===== src/rtl/cla_multiword_add_seq_if.sv =====
// ---------------------------------------------------------------------------
// cla_multiword_add_seq_if
// Bundles the signals of the multi-word add/subtract sequencer:
//   in_*   operand request channel (valid/ready) plus abort
//   add_*  connection to the shared external 16-bit carry-lookahead adder
//   out_*  result channel (valid/ready)
// Modports:
//   slave  - the sequencer's view
//   master - the surrounding environment's view (source, sink and adder)
// ---------------------------------------------------------------------------
interface cla_multiword_add_seq_if #(
    parameter int unsigned WORDS = 4
);
    logic                  in_valid;
    logic                  in_ready;
    logic [16*WORDS-1:0]   in_a;
    logic [16*WORDS-1:0]   in_b;
    logic                  in_cin;
    logic                  in_sub;
    logic                  abort;

    logic [15:0]           add_a;
    logic [15:0]           add_b;
    logic                  add_cin;
    logic [15:0]           add_sum;
    logic                  add_cout;

    logic                  out_valid;
    logic                  out_ready;
    logic [16*WORDS-1:0]   out_sum;
    logic                  out_cout;
    logic                  out_ovf;

    modport slave (
        input  in_valid, in_a, in_b, in_cin, in_sub, abort,
        input  add_sum, add_cout,
        input  out_ready,
        output in_ready,
        output add_a, add_b, add_cin,
        output out_valid, out_sum, out_cout, out_ovf
    );

    modport master (
        output in_valid, in_a, in_b, in_cin, in_sub, abort,
        output add_sum, add_cout,
        output out_ready,
        input  in_ready,
        input  add_a, add_b, add_cin,
        input  out_valid, out_sum, out_cout, out_ovf
    );
endinterface


===== src/rtl/cla_multiword_add_seq.sv =====
// ---------------------------------------------------------------------------
// cla_multiword_add_seq
// Time-shares one external combinational 16-bit carry-lookahead adder to
// perform a WORDS*16-bit add (A+B+cin) or subtract (A-B-cin), one 16-bit
// slice per clock, least significant word first. The slice carry-out is
// registered and fed back as the next slice's carry-in.
// Ports:
//   clk  - rising-edge clock
//   rst  - asynchronous active-high reset
//   bus  - cla_multiword_add_seq_if.slave: operand request channel, abort,
//          adder connection and result channel
// Operation: IDLE (in_ready=1) -> RUN (WORDS cycles) -> DONE (out_valid=1,
// result held until out_ready) -> IDLE.
// ---------------------------------------------------------------------------
module cla_multiword_add_seq #(
    parameter int unsigned WORDS = 4
) (
    input  logic                    clk,
    input  logic                    rst,
    cla_multiword_add_seq_if.slave  bus
);
    localparam int unsigned W    = 16 * WORDS;
    localparam int unsigned IDXW = (WORDS > 1) ? $clog2(WORDS) : 1;
    localparam logic [IDXW-1:0] LAST_IDX = IDXW'(WORDS - 1);

    typedef enum logic [1:0] {
        IDLE = 2'd0,
        RUN  = 2'd1,
        DONE = 2'd2
    } state_e;

    state_e          state_q, state_d;
    logic [IDXW-1:0] idx_q,   idx_d;
    logic [W-1:0]    a_q,     a_d;
    logic [W-1:0]    b_q,     b_d;      // B already inverted for subtract
    logic [W-1:0]    sum_q,   sum_d;
    logic            carry_q, carry_d;
    logic            cout_q,  cout_d;
    logic            ovf_q,   ovf_d;

    logic [15:0]     a_slice;
    logic [15:0]     b_slice;
    logic            last_slice;

    // Current slice of the latched operands.
    always_comb begin
        a_slice = '0;
        b_slice = '0;
        for (int unsigned i = 0; i < WORDS; i++) begin
            if (idx_q == IDXW'(i)) begin
                a_slice = a_q[16*i +: 16];
                b_slice = b_q[16*i +: 16];
            end
        end
    end

    assign last_slice = (idx_q == LAST_IDX);

    // Adder inputs are forced to zero outside RUN so they never carry stale data.
    assign bus.add_a     = (state_q == RUN) ? a_slice : '0;
    assign bus.add_b     = (state_q == RUN) ? b_slice : '0;
    assign bus.add_cin   = (state_q == RUN) ? carry_q : 1'b0;

    assign bus.in_ready  = (state_q == IDLE);
    assign bus.out_valid = (state_q == DONE);
    assign bus.out_sum   = sum_q;
    assign bus.out_cout  = cout_q;
    assign bus.out_ovf   = ovf_q;

    always_comb begin
        state_d = state_q;
        idx_d   = idx_q;
        a_d     = a_q;
        b_d     = b_q;
        sum_d   = sum_q;
        carry_d = carry_q;
        cout_d  = cout_q;
        ovf_d   = ovf_q;

        unique case (state_q)
            IDLE: begin
                // abort is ignored here, so a simultaneous request is accepted.
                if (bus.in_valid) begin
                    a_d     = bus.in_a;
                    // Subtract as A + ~B + 1; a borrow-in removes the +1.
                    b_d     = bus.in_sub ? ~bus.in_b : bus.in_b;
                    carry_d = bus.in_cin ^ bus.in_sub;
                    idx_d   = '0;
                    state_d = RUN;
                end
            end

            RUN: begin
                if (bus.abort) begin
                    // Drop the partial result so it is never presented.
                    state_d = IDLE;
                    idx_d   = '0;
                    carry_d = 1'b0;
                    sum_d   = '0;
                    cout_d  = 1'b0;
                    ovf_d   = 1'b0;
                end else begin
                    for (int unsigned i = 0; i < WORDS; i++) begin
                        if (idx_q == IDXW'(i)) begin
                            sum_d[16*i +: 16] = bus.add_sum;
                        end
                    end
                    carry_d = bus.add_cout;
                    if (last_slice) begin
                        cout_d  = bus.add_cout;
                        // Signed overflow: equal operand signs, different result sign.
                        ovf_d   = (a_slice[15] == b_slice[15]) &&
                                  (bus.add_sum[15] != a_slice[15]);
                        idx_d   = '0;
                        state_d = DONE;
                    end else begin
                        idx_d   = idx_q + 1'b1;
                    end
                end
            end

            DONE: begin
                if (bus.out_ready) begin
                    state_d = IDLE;
                end
            end

            default: begin
                state_d = IDLE;
            end
        endcase
    end

    always_ff @(posedge clk or posedge rst) begin
        if (rst) begin
            state_q <= IDLE;
            idx_q   <= '0;
            a_q     <= '0;
            b_q     <= '0;
            sum_q   <= '0;
            carry_q <= 1'b0;
            cout_q  <= 1'b0;
            ovf_q   <= 1'b0;
        end else begin
            state_q <= state_d;
            idx_q   <= idx_d;
            a_q     <= a_d;
            b_q     <= b_d;
            sum_q   <= sum_d;
            carry_q <= carry_d;
            cout_q  <= cout_d;
            ovf_q   <= ovf_d;
        end
    end
endmodule


===== src/flat_wrapper.sv =====
// flat-port wrapper written by rule: the top's interface ports become plain ports
module cla_multiword_add_seq_flat 
#(
    parameter int unsigned WORDS = 4
)
  (clk, rst, bus_in_valid, bus_in_a, bus_in_b, bus_in_cin, bus_in_sub, bus_abort, bus_add_sum, bus_add_cout, bus_out_ready, bus_in_ready, bus_add_a, bus_add_b, bus_add_cin, bus_out_valid, bus_out_sum, bus_out_cout, bus_out_ovf);
  cla_multiword_add_seq_if #(.WORDS(WORDS)) bus_i ();
  input  logic clk;
  input  logic rst;
  input wire logic [$bits(bus_i.in_valid)-1:0] bus_in_valid;
  input wire logic [$bits(bus_i.in_a)-1:0] bus_in_a;
  input wire logic [$bits(bus_i.in_b)-1:0] bus_in_b;
  input wire logic [$bits(bus_i.in_cin)-1:0] bus_in_cin;
  input wire logic [$bits(bus_i.in_sub)-1:0] bus_in_sub;
  input wire logic [$bits(bus_i.abort)-1:0] bus_abort;
  input wire logic [$bits(bus_i.add_sum)-1:0] bus_add_sum;
  input wire logic [$bits(bus_i.add_cout)-1:0] bus_add_cout;
  input wire logic [$bits(bus_i.out_ready)-1:0] bus_out_ready;
  output wire logic [$bits(bus_i.in_ready)-1:0] bus_in_ready;
  output wire logic [$bits(bus_i.add_a)-1:0] bus_add_a;
  output wire logic [$bits(bus_i.add_b)-1:0] bus_add_b;
  output wire logic [$bits(bus_i.add_cin)-1:0] bus_add_cin;
  output wire logic [$bits(bus_i.out_valid)-1:0] bus_out_valid;
  output wire logic [$bits(bus_i.out_sum)-1:0] bus_out_sum;
  output wire logic [$bits(bus_i.out_cout)-1:0] bus_out_cout;
  output wire logic [$bits(bus_i.out_ovf)-1:0] bus_out_ovf;
  assign bus_i.in_valid = bus_in_valid;
  assign bus_i.in_a = bus_in_a;
  assign bus_i.in_b = bus_in_b;
  assign bus_i.in_cin = bus_in_cin;
  assign bus_i.in_sub = bus_in_sub;
  assign bus_i.abort = bus_abort;
  assign bus_i.add_sum = bus_add_sum;
  assign bus_i.add_cout = bus_add_cout;
  assign bus_i.out_ready = bus_out_ready;
  assign bus_in_ready = bus_i.in_ready;
  assign bus_add_a = bus_i.add_a;
  assign bus_add_b = bus_i.add_b;
  assign bus_add_cin = bus_i.add_cin;
  assign bus_out_valid = bus_i.out_valid;
  assign bus_out_sum = bus_i.out_sum;
  assign bus_out_cout = bus_i.out_cout;
  assign bus_out_ovf = bus_i.out_ovf;
  cla_multiword_add_seq #(.WORDS(WORDS)) u_core (.clk(clk), .rst(rst), .bus(bus_i));
endmodule

===== config.mk =====
export PLATFORM = sky130hd
export DESIGN_NAME = cla_multiword_add_seq_flat
export DESIGN_NICKNAME = d
export VERILOG_FILES = /design/src/rtl/cla_multiword_add_seq_if.sv /design/src/rtl/cla_multiword_add_seq.sv /design/src/flat_wrapper.sv
export SDC_FILE = /design/constraint.sdc
export NUM_CORES = 1
export LEC_CHECK = 0
export CORE_MARGIN = 5
export CORE_UTILIZATION = 44
export CTS_CLUSTER_SIZE = 24
export DETAILED_ROUTE_END_ITERATION = 10
export PLACE_DENSITY_LB_ADDON = 0.15
export SYNTH_ARGS = -nofsm -noshare
export SYNTH_HDL_FRONTEND = slang
export SYNTH_SLANG_ARGS = --single-unit

===== constraint.sdc =====
create_clock -name clk -period 6.6 [get_ports clk]
set_input_delay 1.32 -clock clk [delete_from_list [all_inputs] [get_ports clk]]
set_output_delay 1.32 -clock clk [all_outputs]
set_load 0.01 [all_outputs]

==> results.toml, run 1 <==
[sta]
min_period_ns = 4.54
rsz0062_at_grt = "false"
slew_headroom_pct = 20.3
hold_viol_final = 0
fin_crit_sh_pct = 68.9
fin_ws_ns = 2.06
hold_ws_ns = 0.471
tightest_slew_ns = 1.20
fin_setup_tns_ns = 0
setup_viol = 0
finalMaxSlewViolations = 0
skew_ns = 0.00871
max_freq_mhz = 220

[global_route]
grt-ovfl-total = 0
grt_max_degree = 212
grt_pass1_vias = 7223
grt.total_usage_pct = 21.3
antenna_found_initial = 2
grt_pass1_wl_mm = 40.7

[placement]
port_buffers = 252
dp_hpwl_mm = 17.6
dp_slack_ns = 2.51
placed_cell_area_um2 = 11900
place.gp.congestion = 0.875

[floorplan]
chipHeight_um = 155
core_um2 = 20800
die-area_um2 = 23900
io_pins = 253
rows = 53
die-width_um = 155
initial_core_util_pct = 44.2

[critical_path]
crit_fanout = 35
critPathLaunchType = "flip-flop"
crit_path_end_kind = "primary output"
required_ns = 5.28
arrival_ns = 3.22
worstSetupPathType = "flip-flop to primary output"
r2r_slack_ns = 3.90
reg2reg_from = "u_core.idx_q[0]$_DFFE_PP0P_"
reg2regPathDepth = 7
r2r_end = "u_core.bus.out_ovf$_DFFE_PP0P_"

[clock_tree]
worstSkewPairLatency_ns = 0.43
cts.sinks = 199
clk_pin_slew_ns = 0.07
cts_setup_buffers = 0
clockBufferDepth = 2
cts_htree_levels = 4
cts_tree = "done"
postCtsHoldBufs = 0
cts-buffers-inserted = 17
clock-root-buffer = "clkbuf_16"
post_cts_resized = 0

[finish]
drive_gt1_share_pct = 4.45
multi_input_area_um2 = 3780
final_area_um2 = 12500
syn2layout_area_growth_pct = 35.6
final_cell_mix = "272 x nand2_1, 251 x clkdlybuf4s50_1, 199 x dfrtp_1"
nets = 1379
fillers = 1905
seq_area_um2 = 4980
final_common_cell = "nand2_1"

[route]
vias = 7667
vias_per_cell = 5.07
wl_per_cell_um = 16.9
ant_nets = 0
drc = 0
drt_iter0_markers = 572
wl_mm = 25.6
dr.pass1.iters = 7

[hold_path]
hold_path_class = "flip-flop to flip-flop"
min_from = "u_core.a_q[10]$_DFFE_PP0P_"
whs_path_depth = 2
min_to = "u_core.a_q[10]$_DFFE_PP0P_"

[logic_synthesis]
synth_cells = 1020
synth-edff-count = 0
ys_warn_count = 0
synth.cell_area_um2 = 9200
ys_seq_area_share_pct = 54.1
ys.flop_type = "dfrtp_1"
yosysUniqueCellTypes = 30
ys_ff_latch = 199
synthesis.nets = 1176
synthArstFlopShare_pct = 100
syn_avg_cell_area_um2 = 9.02

[power]
p_leak_nw = 5.40
vdd.ir_drop.worst_mv = 0.190
power.density_nw_per_um2 = 422

[status]
status = "complete, no violations"

[run]
maxCapViolCount = 0
==> synthesized netlist by cell type, types with 2 or more instances <==
library cell | instances | area (µm²)
nor2b_1 | 31 | 194
o31ai_1 | 2 | 15.0
a21oi_1 | 78 | 390
nand2_1 | 273 | 1020
xnor2_1 | 49 | 429
ha_1 | 4 | 50.1
nand3_1 | 2 | 10.0
buf_2 | 30 | 150
nor3b_1 | 4 | 30.0
o21ai_0 | 102 | 510
a221oi_1 | 30 | 263
clkbuf_1 | 44 | 165
nor2_1 | 51 | 191
xor2_1 | 16 | 140
nand2b_1 | 18 | 113
a211o_1 | 30 | 263
inv_1 | 36 | 135
dfrtp_1 | 199 | 4980
buf_1 | 4 | 15.0
a221o_1 | 2 | 20.0
nand3b_1 | 5 | 37.5
a211oi_1 | 2 | 15.0
==> worst max path at each step <==
stage,start,endpoint,slack [ns],cells past startpoint
4_1_cts,u_core.idx_q[0]$_DFFE_PP0P_,bus_add_b[15],2.03,7
3_3_place_gp,u_core.idx_q[0]$_DFFE_PP0P_,bus_add_b[14],2.56,7
2_1_floorplan,rst,u_core.a_q[0]$_DFFE_PP0P_,2.71,1
3_5_place_dp,u_core.idx_q[0]$_DFFE_PP0P_,bus_add_b[15],2.51,7
5_1_grt,u_core.idx_q[0]$_DFFE_PP0P_,bus_add_b[15],1.85,6
6_report,u_core.idx_q[0]$_DFFE_PP0P_,bus_add_b[14],2.06,7
==> stage by stage <==
stage	util [%]	cells	total power, mW
after CTS	59.9	1511	5.30
after detailed placement	57.0	1479	4.21
after global routing	59.9	1513	5.62
after floorplan	-	1020	3.17
final	59.9	1513	5.27
after global placement	57.0	1479	4.16
==> critical path, stage by stage (launching register included) <==
cell and delay (ns):
dfrtp_1 0.43, inv_1 0.11, ha_2 0.63, buf_4 0.44, a221oi_1 0.08, a211o_1 0.24
a21oi_1 0.23, clkdlybuf4s50_1 0.61
==> flip-flops by register name, indices dropped and copies added (netlist names) <==
register,flops
u_core.a_q,64
u_core.b_q,64
u_core.bus.out_cout,1
u_core.bus.out_ovf,1
u_core.bus.out_sum,64
u_core.carry_q,1
u_core.idx_q,2
u_core.state_q,2
==> area by class of cell <==
| class | instances | share of cell area, % |
|---|---|---|
| Antenna cell | 2 | 0.0401 |
| Clock buffer | 17 | 3.41 |
| Clock inverter | 15 | 1.46 |
| Inverter | 36 | 1.11 |
| Multi-Input combinational cell | 706 | 30.3 |
| Sequential cell | 199 | 39.9 |
| Tap cell | 275 | 2.76 |
| Timing Repair Buffer | 263 | 21.1 |
==> power by group <==
| group | internal (mW) | leakage (nW) | switching, mW |
|---|---|---|---|
| sequential | 1.67 | 2.44 | 0.268 |
| clock | 0.577 | 0.294 | 0.507 |
| combinational | 1.10 | 2.66 | 1.15 |
==> cell families after synthesis <==
family / count (synthesis) / share of synthesized area (%)
DFF: 199 / 54.1
and+or+nand+nor: 387 / 17.6
AOI/OAI and AO/OA: 250 / 16.4
buffers and inverters: 115 / 5.18
xor gates and xnor gates: 65 / 6.19
adders and majority gates: 4 / 0.544
==> metal layers <==
metal	track usage (%)	wire length, µm	vias up
met1	32.4	12500	3632
met3	4.62	1610	29
li1	-	-	3760
met5	0	0	-
met4	5.80	387	0
met2	30.7	11100	246
No activity file was read; power rests on OpenSTA's default activity.
==> inputs of run 2 (changes only) <==
==> constraint.sdc (replaced) <==
create_clock -name clk -period 4 [get_ports clk]
set_input_delay 0.8 -clock clk [delete_from_list [all_inputs] [get_ports clk]]
set_output_delay 0.8 -clock clk [all_outputs]
set_load 0.01 [all_outputs]
==> results.toml, run 2 (synthesized netlist as in run 1, its figures left out) <==
[sta]
slew_headroom_pct = 31.3
tightest_slew_ns = 1.03
min_period_ns = 3.69
rsz0062_at_grt = "false"
fin_crit_sh_pct = 92.2
skew_ns = 0.0101
finalMaxSlewViolations = 0
fin_setup_tns_ns = 0
fin_ws_ns = 0.311
max_freq_mhz = 271
setup_viol = 0
hold_viol_final = 0

[finish]
final_common_cell = "nand2_1"
syn2layout_area_growth_pct = 36.1
final_cell_mix = "272 x nand2_1, 251 x clkdlybuf4s50_1, 199 x dfrtp_1"
fillers = 1884
drive_gt1_share_pct = 4.91
nets = 1385
stdcell_count = 1519
multi_input_area_um2 = 3790
fin_util_pct = 60.2
seq_area_um2 = 4980

[floorplan]
io_pins = 253
die-width_um = 155
rows = 53
die-area_um2 = 23900
core_um2 = 20800
chipHeight_um = 155
initial_core_util_pct = 44.2

[placement]
port_buffers = 252
dp_slack_ns = 0.557
place.gp.congestion = 0.896
dp.cells = 1485
dp_hpwl_mm = 17.8

[clock_tree]
cts-buffers-inserted = 17
cts_setup_buffers = 0
cts.sinks = 199
clockBufferDepth = 2
worstSkewPairLatency_ns = 0.43
cts_tree = "done"
clk_pin_slew_ns = 0.07
post_cts_resized = 0
postCtsHoldBufs = 0
clock-root-buffer = "clkbuf_16"
cts_htree_levels = 4

[global_route]
grt_pass1_wl_mm = 39.8
grt_max_degree = 212
grt-ovfl-total = 0
antenna_found_initial = 3
grt_pass1_vias = 7121
grt.total_usage_pct = 21.0

[hold_path]
min_from = "u_core.a_q[0]$_DFFE_PP0P_"
hold_path_class = "flip-flop to flip-flop"
whs_path_depth = 2
min_to = "u_core.a_q[0]$_DFFE_PP0P_"

[route]
drt_iter0_markers = 495
vias_per_cell = 5.04
ant_nets = 0
drc = 0
dr.pass1.iters = 5
wl_mm = 25.4
vias = 7658
wl_per_cell_um = 16.7

[power]
vdd.ir_drop.worst_mv = 0.314
power.density_nw_per_um2 = 687
p_leak_nw = 5.43

[critical_path]
r2r_end = "u_core.bus.out_ovf$_DFFE_PP0P_"
arrival_ns = 2.89
required_ns = 3.20
r2r_slack_ns = 1.57
critPathLaunchType = "flip-flop"
crit_fanout = 27
reg2reg_from = "u_core.idx_q[1]$_DFFE_PP0P_"
crit_path_end_kind = "primary output"
reg2regPathDepth = 7
worstSetupPathType = "flip-flop to primary output"

[run]
maxCapViolCount = 0

[status]
status = "complete, no violations"
-- run 2: changes by cell type in the layout (fill, tap and decap cells not counted), sizes merged --
cell	previous run	this run
clkinv	2	5
buf	12	18
bufinv	2	0
clkbuf	17	19
inv	44	42
clkinvlp	3	2
-- run 2: worst max-delay path by stage --
| stage | from | end |
|---|---|---|
| after floorplan | rst | u_core.a_q[0]$_DFFE_PP0P_ |
| after global placement | u_core.idx_q[1]$_DFFE_PP0P_ | bus_add_a[15] |
| after detailed placement | u_core.idx_q[1]$_DFFE_PP0P_ | bus_add_a[15] |
| after CTS | u_core.idx_q[1]$_DFFE_PP0P_ | bus_add_a[15] |
| after global routing | u_core.idx_q[1]$_DFFE_PP0P_ | bus_add_a[15] |
| final | u_core.idx_q[1]$_DFFE_PP0P_ | bus_add_a[15] |
-- run 2: where the power goes --
part           total, mW  leakage (nW)  internal, mW  switching (mW)
clock network       1.69         0.288         0.865           0.829
logic               3.72          2.70          1.85            1.87
registers           3.19          2.44          2.76           0.431
-- run 2: final cells by class --
class	instances	area share [%]
clock inverter	13	1.07
multi-input combinational	706	30.2
tap	275	2.75
inverter	36	1.11
clock buffer	19	3.62
timing repair buffer	269	21.4
sequential	199	39.8
antenna	2	0.0400
-- run 2: metrics by stage --
step | total power [mW] | cell area [µm²] | hold slack [ns]
detailed placement | 6.93 | 11900 | 0.462
CTS | 8.66 | 12500 | 0.479
global route | 9.19 | 12500 | 0.502
floorplan | 5.23 | 9210 | 0.438
finish | 8.60 | 12500 | 0.477
global placement | 6.87 | 11900 | 0.459
-- run 2: critical path, stage by stage (launching register included) --
cell and delay [ns]:
dfrtp_1 0.41, inv_1 0.14, ha_4 0.36, buf_4 0.35, a211oi_1 0.12, a221o_1 0.37
nor2_1 0.10, clkdlybuf4s50_1 0.60
-- run 2: routing by layer --
| metal | vias up | GRT usage (%) | wire (µm) |
|---|---|---|---|
| met5 | - | 0 | 20 |
| met4 | 2 | 7.32 | 584 |
| met1 | 3572 | 31.4 | 12100 |
| met2 | 267 | 29.8 | 11000 |
| met3 | 41 | 5.06 | 1710 |
| li1 | 3776 | - | - |
==> inputs of run 3 (changes only) <==
--- a/config.mk
+++ b/config.mk
@@ -5,10 +5,10 @@
 export SDC_FILE = /design/constraint.sdc
 export NUM_CORES = 1
 export LEC_CHECK = 0
-export CORE_MARGIN = 5
 export CORE_UTILIZATION = 44
 export CTS_CLUSTER_SIZE = 24
 export DETAILED_ROUTE_END_ITERATION = 10
+export GPL_TIMING_DRIVEN = 1
 export PLACE_DENSITY_LB_ADDON = 0.15
 export SYNTH_ARGS = -nofsm -noshare
 export SYNTH_HDL_FRONTEND = slang
==> results.toml, run 3 (synthesized netlist as in run 1, its figures left out) <==
[critical_path]
critPathLaunchType = "flip-flop"
crit_fanout = 43
required_ns = 3.20
crit_path_end_kind = "primary output"
arrival_ns = 2.88
worstSetupPathType = "flip-flop to primary output"

[route]
met3_length_mm = 1.34
routed-wl-met2_mm = 11.2
wl_per_cell_um = 16.2
drt_iter0_markers = 475
dr.pass1.iters = 5
wl_met1_mm = 11.4
top_layer = "met4"
drc = 0
vias = 7661
ant_nets = 0
vias_per_cell = 5.06
wl_mm = 24.5

[floorplan]
die-area_um2 = 21500
rows = 52
initial_core_util_pct = 45.2
die-width_um = 147
chipHeight_um = 147
io_pins = 253
core_um2 = 20400

[global_route]
grt_max_degree = 212
grt_pass1_wl_mm = 39.8
grt.total_usage_pct = 23.7
grt_pass1_vias = 7528
grt-ovfl-total = 0
antenna_found_initial = 2

[sta]
fin_ws_ns = 0.316
rsz0062_at_grt = "false"
finalMaxSlewViolations = 0
hold_viol_final = 0
hold_ws_ns = 0.470
min_period_ns = 3.68
max_freq_mhz = 271
tightest_slew_ns = 1.04
fin_setup_tns_ns = 0
setup_viol = 0
skew_ns = 0.00882
fin_crit_sh_pct = 92.1
slew_headroom_pct = 30.7

[finish]
drive_gt1_share_pct = 4.83
final_cell_mix = "273 x nand2_1, 251 x clkdlybuf4s50_1, 199 x dfrtp_1"
fillers = 1862
syn2layout_area_growth_pct = 35.9
nets = 1386
fin_util_pct = 61.4
final_common_cell = "nand2_1"

[power]
p_leak_nw = 5.42
power.density_nw_per_um2 = 681
p_total_mw = 8.52
power_frac_seq_pct = 37.1
swShare_pct = 35.9
p_clk_share_pct = 19.2
internal_power_mw = 5.46
vdd.ir_drop.worst_mv = 0.361
comb_power_share_pct = 43.7
p_sw_mw = 3.06

[clock_tree]
clk_pin_slew_ns = 0.07
post_cts_resized = 0
worstSkewPairLatency_ns = 0.42
clockBufferDepth = 2
cts_tree = "done"
clock-root-buffer = "clkbuf_16"
cts_setup_buffers = 0
postCtsHoldBufs = 0
cts-buffers-inserted = 17
cts_htree_levels = 4
cts.sinks = 199

[status]
status = "complete, no violations"

[placement]
place.gp.congestion = 0.844
port_buffers = 252
dp_slack_ns = 0.750
dp_hpwl_mm = 16.9

[run]
maxCapViolCount = 0

[hold_path]
hold_path_class = "flip-flop to flip-flop"
[run 3: changes by cell type in the layout (fill, tap and decap cells not counted), sizes merged]
| cell | before | now |
|---|---|---|
| inv | 42 | 40 |
| buf | 18 | 19 |
| clkinv | 5 | 6 |
[run 3: power by group through the flow]
| stage | logic (mW) | registers [mW] | clock network (mW) |
|---|---|---|---|
| global placement | 3.67 | 3.17 | 0 |
| global route | 4.10 | 3.25 | 1.76 |
| finish | 3.72 | 3.16 | 1.64 |
| CTS | 3.75 | 3.15 | 1.69 |
| floorplan | 2.01 | 3.22 | 0 |
| detailed placement | 3.73 | 3.18 | 0 |
[run 3: path summary, 6_finish.rpt]
check / start / end / slack (ns) / depth (start not counted)
worst max-delay path: u_core.idx_q[0]$_DFFE_PP0P_ / bus_add_b[15] / 0.32 / 7
worst min-delay path: u_core.a_q[8]$_DFFE_PP0P_ / u_core.a_q[8]$_DFFE_PP0P_ / 0.47 / 2
worst max register to register: u_core.idx_q[0]$_DFFE_PP0P_ / u_core.bus.out_ovf$_DFFE_PP0P_ / 1.62 / 7
worst min register to register: u_core.a_q[8]$_DFFE_PP0P_ / u_core.a_q[8]$_DFFE_PP0P_ / 0.47 / 2
max in group asynchronous: rst / u_core.bus.out_sum[34]$_DFFE_PP0P_ / 2.57 / 3
min in group asynchronous: rst / u_core.bus.out_sum[41]$_DFFE_PP0P_ / 0.67 / 2
[run 3: critical path, stage by stage (launching register included)]
cell and delay [ns]:
dfrtp_1 0.43, inv_1 0.11, ha_2 0.49, buf_12 0.28, a211oi_1 0.07, a221o_1 0.37, nor2_1 0.10, clkdlybuf4s50_1 0.60
[run 3: metrics by stage]
step | cell area [µm²] | std cells
CTS | 12500 | 1512
detailed placement | 11900 | 1481
finish | 12500 | 1514
global placement | 11900 | 1481
floorplan | 9210 | 1020
global route | 12500 | 1514
[run 3: final cells by class]
cell class | instances | area (µm²) | area share [%]
repair buffers | 270 | 2710 | 21.6
multi-input cells | 706 | 3770 | 30.2
flip-flops and latches | 199 | 4980 | 39.8
diodes | 2 | 5.00 | 0.0400
well taps | 270 | 338 | 2.70
inverters | 36 | 139 | 1.11
clock buffers | 19 | 453 | 3.62
clock inverters | 12 | 109 | 0.871
[run 3: layer usage]
layer / track usage [%] / up-vias
met3: 4.09 / 28
li1: - / 3778
met5: 0 / -
met4: 9.32 / 0
met2: 35.2 / 267
met1: 34.4 / 3588
